<file path="config.mk">
export PLATFORM = sky130hd
export DESIGN_NAME = fifo_write_arbiter_flat
export DESIGN_NICKNAME = d
export VERILOG_FILES = /design/src/rtl/fifo_write_arbiter_pkg.sv /design/src/rtl/fifo_write_arbiter_if.sv /design/src/rtl/fifo_write_arbiter_rr_picker.sv /design/src/rtl/fifo_write_arbiter.sv /design/src/flat_wrapper.sv
export SDC_FILE = /design/constraint.sdc
export NUM_CORES = 1
export LEC_CHECK = 0
export BUFFER_PORTS_ARGS = -buffer_cell sky130_fd_sc_hd__buf_2
export CAP_MARGIN = 20
export CELL_PAD_IN_SITES_DETAIL_PLACEMENT = 2
export CELL_PAD_IN_SITES_GLOBAL_PLACEMENT = 2
export CORE_MARGIN = 2
export CORE_UTILIZATION = 28
export DETAILED_ROUTE_END_ITERATION = 7
export PLACE_DENSITY = 0.8
export SLEW_MARGIN = 15
export SYNTH_ARGS = -nofsm -noshare
export SYNTH_HDL_FRONTEND = slang
export SYNTH_HIERARCHICAL = 1
export SYNTH_SLANG_ARGS = --single-unit
</file>
<file path="constraint.sdc">
create_clock -name write_clk -period 2.05 [get_ports write_clk]
set_input_delay 0.205 -clock write_clk [delete_from_list [all_inputs] [get_ports write_clk]]
set_output_delay 0.205 -clock write_clk [all_outputs]
set_load 0.05 [all_outputs]
</file>
<file path="src/rtl/fifo_write_arbiter_pkg.sv">
// fifo_arb_pkg: shared types and helpers for the FIFO write arbiter.
// Holds the FSM state enum, counter width and index-width helper.
package fifo_arb_pkg;

    typedef enum logic {
        IDLE  = 1'b0,
        BURST = 1'b1
    } state_e;

    localparam int CNT_WIDTH = 8;

    function automatic int idx_width(input int n);
        return (n <= 2) ? 1 : $clog2(n);
    endfunction

endpackage

</file>
<file path="src/rtl/fifo_write_arbiter_if.sv">
// fifo_write_arbiter_if: requester bundle plus FIFO write port.
// master = arbiter side, slave = requesters/FIFO side.
interface fifo_write_arbiter_if
    import fifo_arb_pkg::*;
#(
    parameter int NUM_REQ    = 4,
    parameter int DATA_WIDTH = 8
);
    localparam int IW = idx_width(NUM_REQ);

    logic [NUM_REQ-1:0]            req_valid;
    logic [NUM_REQ*DATA_WIDTH-1:0] req_data;
    logic [NUM_REQ-1:0]            req_last;
    logic [NUM_REQ-1:0]            req_ready;
    logic                          Full;
    logic                          wr_en;
    logic [DATA_WIDTH-1:0]         wr_data;
    logic [IW-1:0]                 grant_id;
    logic                          busy;

    modport master (
        input  req_valid, req_data, req_last, Full,
        output req_ready, wr_en, wr_data, grant_id, busy
    );

    modport slave (
        output req_valid, req_data, req_last, Full,
        input  req_ready, wr_en, wr_data, grant_id, busy
    );

endinterface

</file>
<file path="src/rtl/fifo_write_arbiter_rr_picker.sv">
// rr_picker: rotating-priority search starting at ptr_i+1 (mod N).
// Ports: req_i request vector, ptr_i last winner, found_o/idx_o result.
module rr_picker #(
    parameter int N  = 4,
    parameter int IW = 2
) (
    input  logic [N-1:0]  req_i,
    input  logic [IW-1:0] ptr_i,
    output logic          found_o,
    output logic [IW-1:0] idx_o
);

    // Scan farthest-to-nearest so the nearest set bit overwrites last.
    always_comb begin
        logic [IW:0] c;
        found_o = 1'b0;
        idx_o   = '0;
        c       = '0;
        for (int k = N; k >= 1; k--) begin
            c = {1'b0, ptr_i} + (IW+1)'(k);
            if (c >= (IW+1)'(N)) begin
                c = c - (IW+1)'(N);
            end
            if (req_i[c[IW-1:0]]) begin
                found_o = 1'b1;
                idx_o   = c[IW-1:0];
            end
        end
    end

endmodule

</file>
<file path="src/rtl/fifo_write_arbiter.sv">
// fifo_write_arbiter: round-robin burst arbiter for the FIFO write port.
// Ports: write_clk, rst_n (async low), bus (master modport: req_*, Full, wr_*, grant_id, busy).
module fifo_write_arbiter
    import fifo_arb_pkg::*;
#(
    parameter int NUM_REQ    = 4,
    parameter int DATA_WIDTH = 8,
    parameter int MAX_BURST  = 8,
    parameter int STALL_MAX  = 4
) (
    input  logic                 write_clk,
    input  logic                 rst_n,
    fifo_write_arbiter_if.master bus
);

    localparam int IW = idx_width(NUM_REQ);

    state_e               state_q;
    logic [IW-1:0]        rr_ptr_q;
    logic [IW-1:0]        grant_q;
    logic [CNT_WIDTH-1:0] beat_q;
    logic [CNT_WIDTH-1:0] stall_q;

    logic                  found;
    logic [IW-1:0]         pick;
    logic                  active;
    logic                  valid_g;
    logic                  last_g;
    logic                  xfer;
    logic                  term;
    logic [DATA_WIDTH-1:0] slice [NUM_REQ];

    for (genvar i = 0; i < NUM_REQ; i++) begin : g_slice
        assign slice[i] = bus.req_data[i*DATA_WIDTH +: DATA_WIDTH];
    end

    rr_picker #(
        .N  (NUM_REQ),
        .IW (IW)
    ) u_pick (
        .req_i   (bus.req_valid),
        .ptr_i   (rr_ptr_q),
        .found_o (found),
        .idx_o   (pick)
    );

    assign active  = (state_q == BURST);
    assign valid_g = bus.req_valid[grant_q];
    assign last_g  = bus.req_last[grant_q];
    assign xfer    = active & valid_g & ~bus.Full;

    // Full with valid held is backpressure: neither stall nor end.
    assign term = (xfer & last_g)
                | (xfer & (beat_q == CNT_WIDTH'(MAX_BURST - 1)))
                | (active & ~valid_g
                   & (stall_q == CNT_WIDTH'(STALL_MAX - 1)));

    assign bus.wr_en     = xfer;
    assign bus.req_ready = xfer ? (NUM_REQ'(1) << grant_q) : '0;
    assign bus.wr_data   = active ? slice[grant_q] : '0;
    assign bus.grant_id  = grant_q;
    assign bus.busy      = active;

    always_ff @(posedge write_clk or negedge rst_n) begin
        if (!rst_n) begin
            state_q  <= IDLE;
            rr_ptr_q <= IW'(NUM_REQ - 1);
            grant_q  <= '0;
            beat_q   <= '0;
            stall_q  <= '0;
        end else begin
            unique case (state_q)
                IDLE: begin
                    if (found) begin
                        grant_q <= pick;
                        beat_q  <= '0;
                        stall_q <= '0;
                        state_q <= BURST;
                    end
                end
                BURST: begin
                    if (xfer) begin
                        beat_q <= beat_q + 1'b1;
                    end
                    if (valid_g) begin
                        stall_q <= '0;
                    end else begin
                        stall_q <= stall_q + 1'b1;
                    end
                    if (term) begin
                        state_q  <= IDLE;
                        rr_ptr_q <= grant_q;
                    end
                end
            endcase
        end
    end

endmodule

</file>
<file path="src/flat_wrapper.sv">
// flat-port wrapper written by rule: the top's interface ports become plain ports
module fifo_write_arbiter_flat import fifo_arb_pkg::*;
#(
    parameter int NUM_REQ    = 4,
    parameter int DATA_WIDTH = 8,
    parameter int MAX_BURST  = 8,
    parameter int STALL_MAX  = 4
)
  (write_clk, rst_n, bus_req_valid, bus_req_data, bus_req_last, bus_Full, bus_req_ready, bus_wr_en, bus_wr_data, bus_grant_id, bus_busy);
  fifo_write_arbiter_if #(.NUM_REQ(NUM_REQ), .DATA_WIDTH(DATA_WIDTH)) bus_i ();
  input  logic write_clk;
  input  logic rst_n;
  input wire logic [$bits(bus_i.req_valid)-1:0] bus_req_valid;
  input wire logic [$bits(bus_i.req_data)-1:0] bus_req_data;
  input wire logic [$bits(bus_i.req_last)-1:0] bus_req_last;
  input wire logic [$bits(bus_i.Full)-1:0] bus_Full;
  output wire logic [$bits(bus_i.req_ready)-1:0] bus_req_ready;
  output wire logic [$bits(bus_i.wr_en)-1:0] bus_wr_en;
  output wire logic [$bits(bus_i.wr_data)-1:0] bus_wr_data;
  output wire logic [$bits(bus_i.grant_id)-1:0] bus_grant_id;
  output wire logic [$bits(bus_i.busy)-1:0] bus_busy;
  assign bus_i.req_valid = bus_req_valid;
  assign bus_i.req_data = bus_req_data;
  assign bus_i.req_last = bus_req_last;
  assign bus_i.Full = bus_Full;
  assign bus_req_ready = bus_i.req_ready;
  assign bus_wr_en = bus_i.wr_en;
  assign bus_wr_data = bus_i.wr_data;
  assign bus_grant_id = bus_i.grant_id;
  assign bus_busy = bus_i.busy;
  fifo_write_arbiter #(.NUM_REQ(NUM_REQ), .DATA_WIDTH(DATA_WIDTH), .MAX_BURST(MAX_BURST), .STALL_MAX(STALL_MAX)) u_core (.write_clk(write_clk), .rst_n(rst_n), .bus(bus_i));
endmodule
</file>
==> run summary <==
• 3867 um — hpwl dp
• 4726 um — total wire length
• met2 — global-route layer with the greatest usage
• 58 — Port Buffers
• 0 — count of flip-flops with a built-in enable after synthesis
• 7.408 ps — Max Clock Skew
• 0 — Post-CTS Repair Setup Buffers
• 1306 nW/um2 — PwrDens
• 77.93 um — height of the chip
• 21 — flip-flop and latch count after synthesis
• 1681 — number of global-route vias before repair
• 260 ps — clk_lat worst skew
• 19.58% — GR Util met1
• 31.32% — growth of design area from synthesis to finish
• 42.53% — share of post-route cells with drive strength above 1
• 3.605% — met3 layer usage reported by global route
• 16.24 um — average wire per cell in the routed design
• 2 — number of buffers between clock root and the deepest sink
• 38.61% — utilization after layout
• 332.8 ps — final hold slack
• 21 — Sink Count
• 5.227 — number of vias per cell after detailed routing
• mux4_2 — critical-path cell with the highest stage delay
• input port to register — worst min path class
• 0 — Final Slew Violations
• 77.93 um — die span in x
• 22 — maximum number of pins on one net before global-route repair
• 0 — total setup violations reported at the end of the flow
• multiplexers — CP top delay family
• 1 — htree depth
• 0.0009099 uW — static leakage power
• done — clock tree from TritonCTS
• 510 ps — highest cell delay on the worst timing path
• 29.05% — met2 global-route usage
• 48 — synth unique cells
• 5205 um2 — area of the core region
• 150 ps — slack of the worst reg-to-reg path
• 2 — Buf+Inv Stages, Crit Path
• 267 — Total Nets Final
• output port — Critical Path Sink Type
• 3 — number of buffers created by CTS
• 1974 ps — Tmin final
• 1530 um2 — area of the mapped netlist
• 1770 ps — arrival time of the worst setup path
• clkbuf_8 — clock root buffer master
• 0.7603 — gp weighted congestion
• 1521 — via count
• yes — setup repair after global routing missed its margin
• 16.15% — overall track demand over capacity in global routing
• 0 — DRC violation count after routing
• 0 ps — final setup TNS
• 59 — number of I/O pins
• 0 — max_cap viols
• 96.30% — final period utilization
• 0 — Antenna Nets Post-Route
• 29.40% — initial standard-cell utilization of the core
• dfrtp_1 — Primary FF master, synth
• 605.9 ps — worst-margin pin slew
• 158 — cell count after synthesis
• 0.5066 GHz — highest achievable clock rate
• finished clean — run status
• 9.685 um2 — mean post-synth cell area
• 0 — number of antenna violations at the first check in global routing
• 1850 ps — required time of the critical path
• 6 — maximum fanout along the worst path
• 0 — # diodes
• 15 — Starting DRT DRC Count
• 34.51% — share of the yosys chip area belonging to registers
• register to output port — path type of the worst setup path
• 0 — global-route congestion overflow total
• 0 — final hold violation count
• 6072 um2 — DIE AREA
• 7990 um — wire length of the first global-routing pass
• 0.4609 mV — Worst IR Drop VDD
• buf_6 -> mux4_2 -> and2_1 -> buf_2 — chain of cells forming the critical path
• 203 — synthesized netlist net count
• 59.53% — worst rel slew slack
• 100.0% — ys async rst share
• 90 ps — Clock Pin Slew Worst Setup and Hold Paths
• 4 — detailed-routing iteration count for the pre-antenna-repair pass
• 615 — total of fill cells in the finished design
• 6 — number of synthesis warnings
• register — startpoint type of the worst setup path
• 26 — cell row count
per-layer routing:
metal,up-vias,routed length (um)
met5,-,0
met3,2,386
met2,61,2340
li1,713,-
met1,745,1982
met4,0,17
final timing paths:
check                      depth (start not counted)                                  to                          startpoint
max                                                4                      bus_wr_data[7]  u_core/bus.grant_id[0]$_DFFE_PN0P_
min in group asynchronous                          2        u_core/beat_q[2]$_DFFE_PN0P_                               rst_n
min                                                4  u_core/bus.grant_id[0]$_DFFE_PN0P_                    bus_req_valid[0]
min reg2reg                                        1        u_core/beat_q[0]$_DFFE_PN0P_        u_core/beat_q[0]$_DFFE_PN0P_
max in group asynchronous                          2      u_core/rr_ptr_q[0]$_DFFE_PN1P_                               rst_n
max reg2reg                                        4       u_core/stall_q[7]$_DFFE_PN0P_  u_core/bus.grant_id[0]$_DFFE_PN0P_
cells in the final DEF, fill, tap and decap left out, types with 3 or more instances in the layout:
cell / synthesis / routed
a21oi_1: 10 / 10
buf_4: 0 / 4
nor2_1: 8 / 8
dfrtp_1: 19 / 17
o21ai_0: 7 / 7
and2_1: 8 / 8
o21ai_1: 3 / 3
or3_1: 7 / 7
mux4_2: 10 / 10
nand2b_1: 3 / 3
clkbuf_8: 0 / 3
nand3_1: 8 / 8
nand2_1: 19 / 19
buf_2: 3 / 58
inv_1: 5 / 5
and3_1: 4 / 4
worst min-delay path, stage by stage:
cell and delay (ps):
buf_2 130, o221ai_2 120, nand2_1 70, nand2_1 40
what timing repair did:
action	in CTS	in global routing
hold endpoints to repair	19	0
hold buffers	1	0
setup endpoints to repair	0	5
gates resized for setup	0	2
flip-flops by register name, indices dropped and copies added (netlist names):
name and count:
u_core/beat_q 8, u_core/bus.grant_id 2, u_core/rr_ptr_q 2, u_core/stall_q 8, u_core/bus.busy 1
cell families after synthesis:
group                      after synthesis  share of synthesized area, %
buffers and inverters                   12                         3.188
and+or+nand+nor                         72                         26.33
adders and majority gates                2                         1.635
DFF                                     21                         34.51
AOI/OAI and AO/OA                       34                         14.64
muxes                                   17                         19.71
stage by stage:
stage                     power, uW  setup WS [ps]  area (um2)  instances
after floorplan                1921         -10.44        1553        158
after global placement         2314          224.9        1943        286
after detailed placement       2356          185.7        1943        286
after CTS                      2654          20.74        2002        291
after global routing           2822         -11.38        2009        291
final                          2625          75.90        2009        291
synthesized netlist by cell type (2+ instances only):
| master | number | area [um2] |
|---|---|---|
| or4_1 | 2 | 15.01 |
| clkbuf_1 | 2 | 7.510 |
| a21oi_1 | 10 | 50.05 |
| inv_1 | 5 | 18.77 |
| mux4_2 | 10 | 225.2 |
| and2_1 | 8 | 50.05 |
| nand2_1 | 19 | 71.32 |
| nand3_1 | 8 | 40.04 |
| dfrtp_1 | 19 | 475.5 |
| buf_2 | 3 | 15.01 |
| o21ai_1 | 3 | 15.01 |
| nor3_1 | 2 | 10.01 |
| a31oi_1 | 2 | 12.51 |
| ha_1 | 2 | 25.02 |
| mux2i_1 | 2 | 20.02 |
| mux2_2 | 3 | 33.78 |
| or3_1 | 7 | 43.79 |
| mux2_1 | 2 | 22.52 |
| nand2b_1 | 3 | 18.77 |
| nor2_1 | 8 | 30.03 |
| dfstp_2 | 2 | 52.55 |
| o21ai_0 | 7 | 35.03 |
| and3_1 | 4 | 25.02 |
area by class of cell:
cell class | count | area, um2 | share of cell area [%]
Sequential cell | 21 | 530.5 | 26.40
Multi-Input combinational cell | 125 | 964.7 | 48.01
Inverter | 6 | 25.02 | 1.245
Tap cell | 70 | 87.58 | 4.359
Clock inverter | 1 | 7.507 | 0.3736
Clock buffer | 3 | 41.29 | 2.055
Timing Repair Buffer | 65 | 352.8 | 17.56
power by group:
group	total (uW)	leakage (uW)	internal, uW	switching [uW]
Sequential	649	0.000273	522	127
Combinational	1690	0.000615	639	1050
Clock	284	0.0000217	137	146
Total	2630	0.000910	1300	1330
Power figures use the tool's default switching activity.
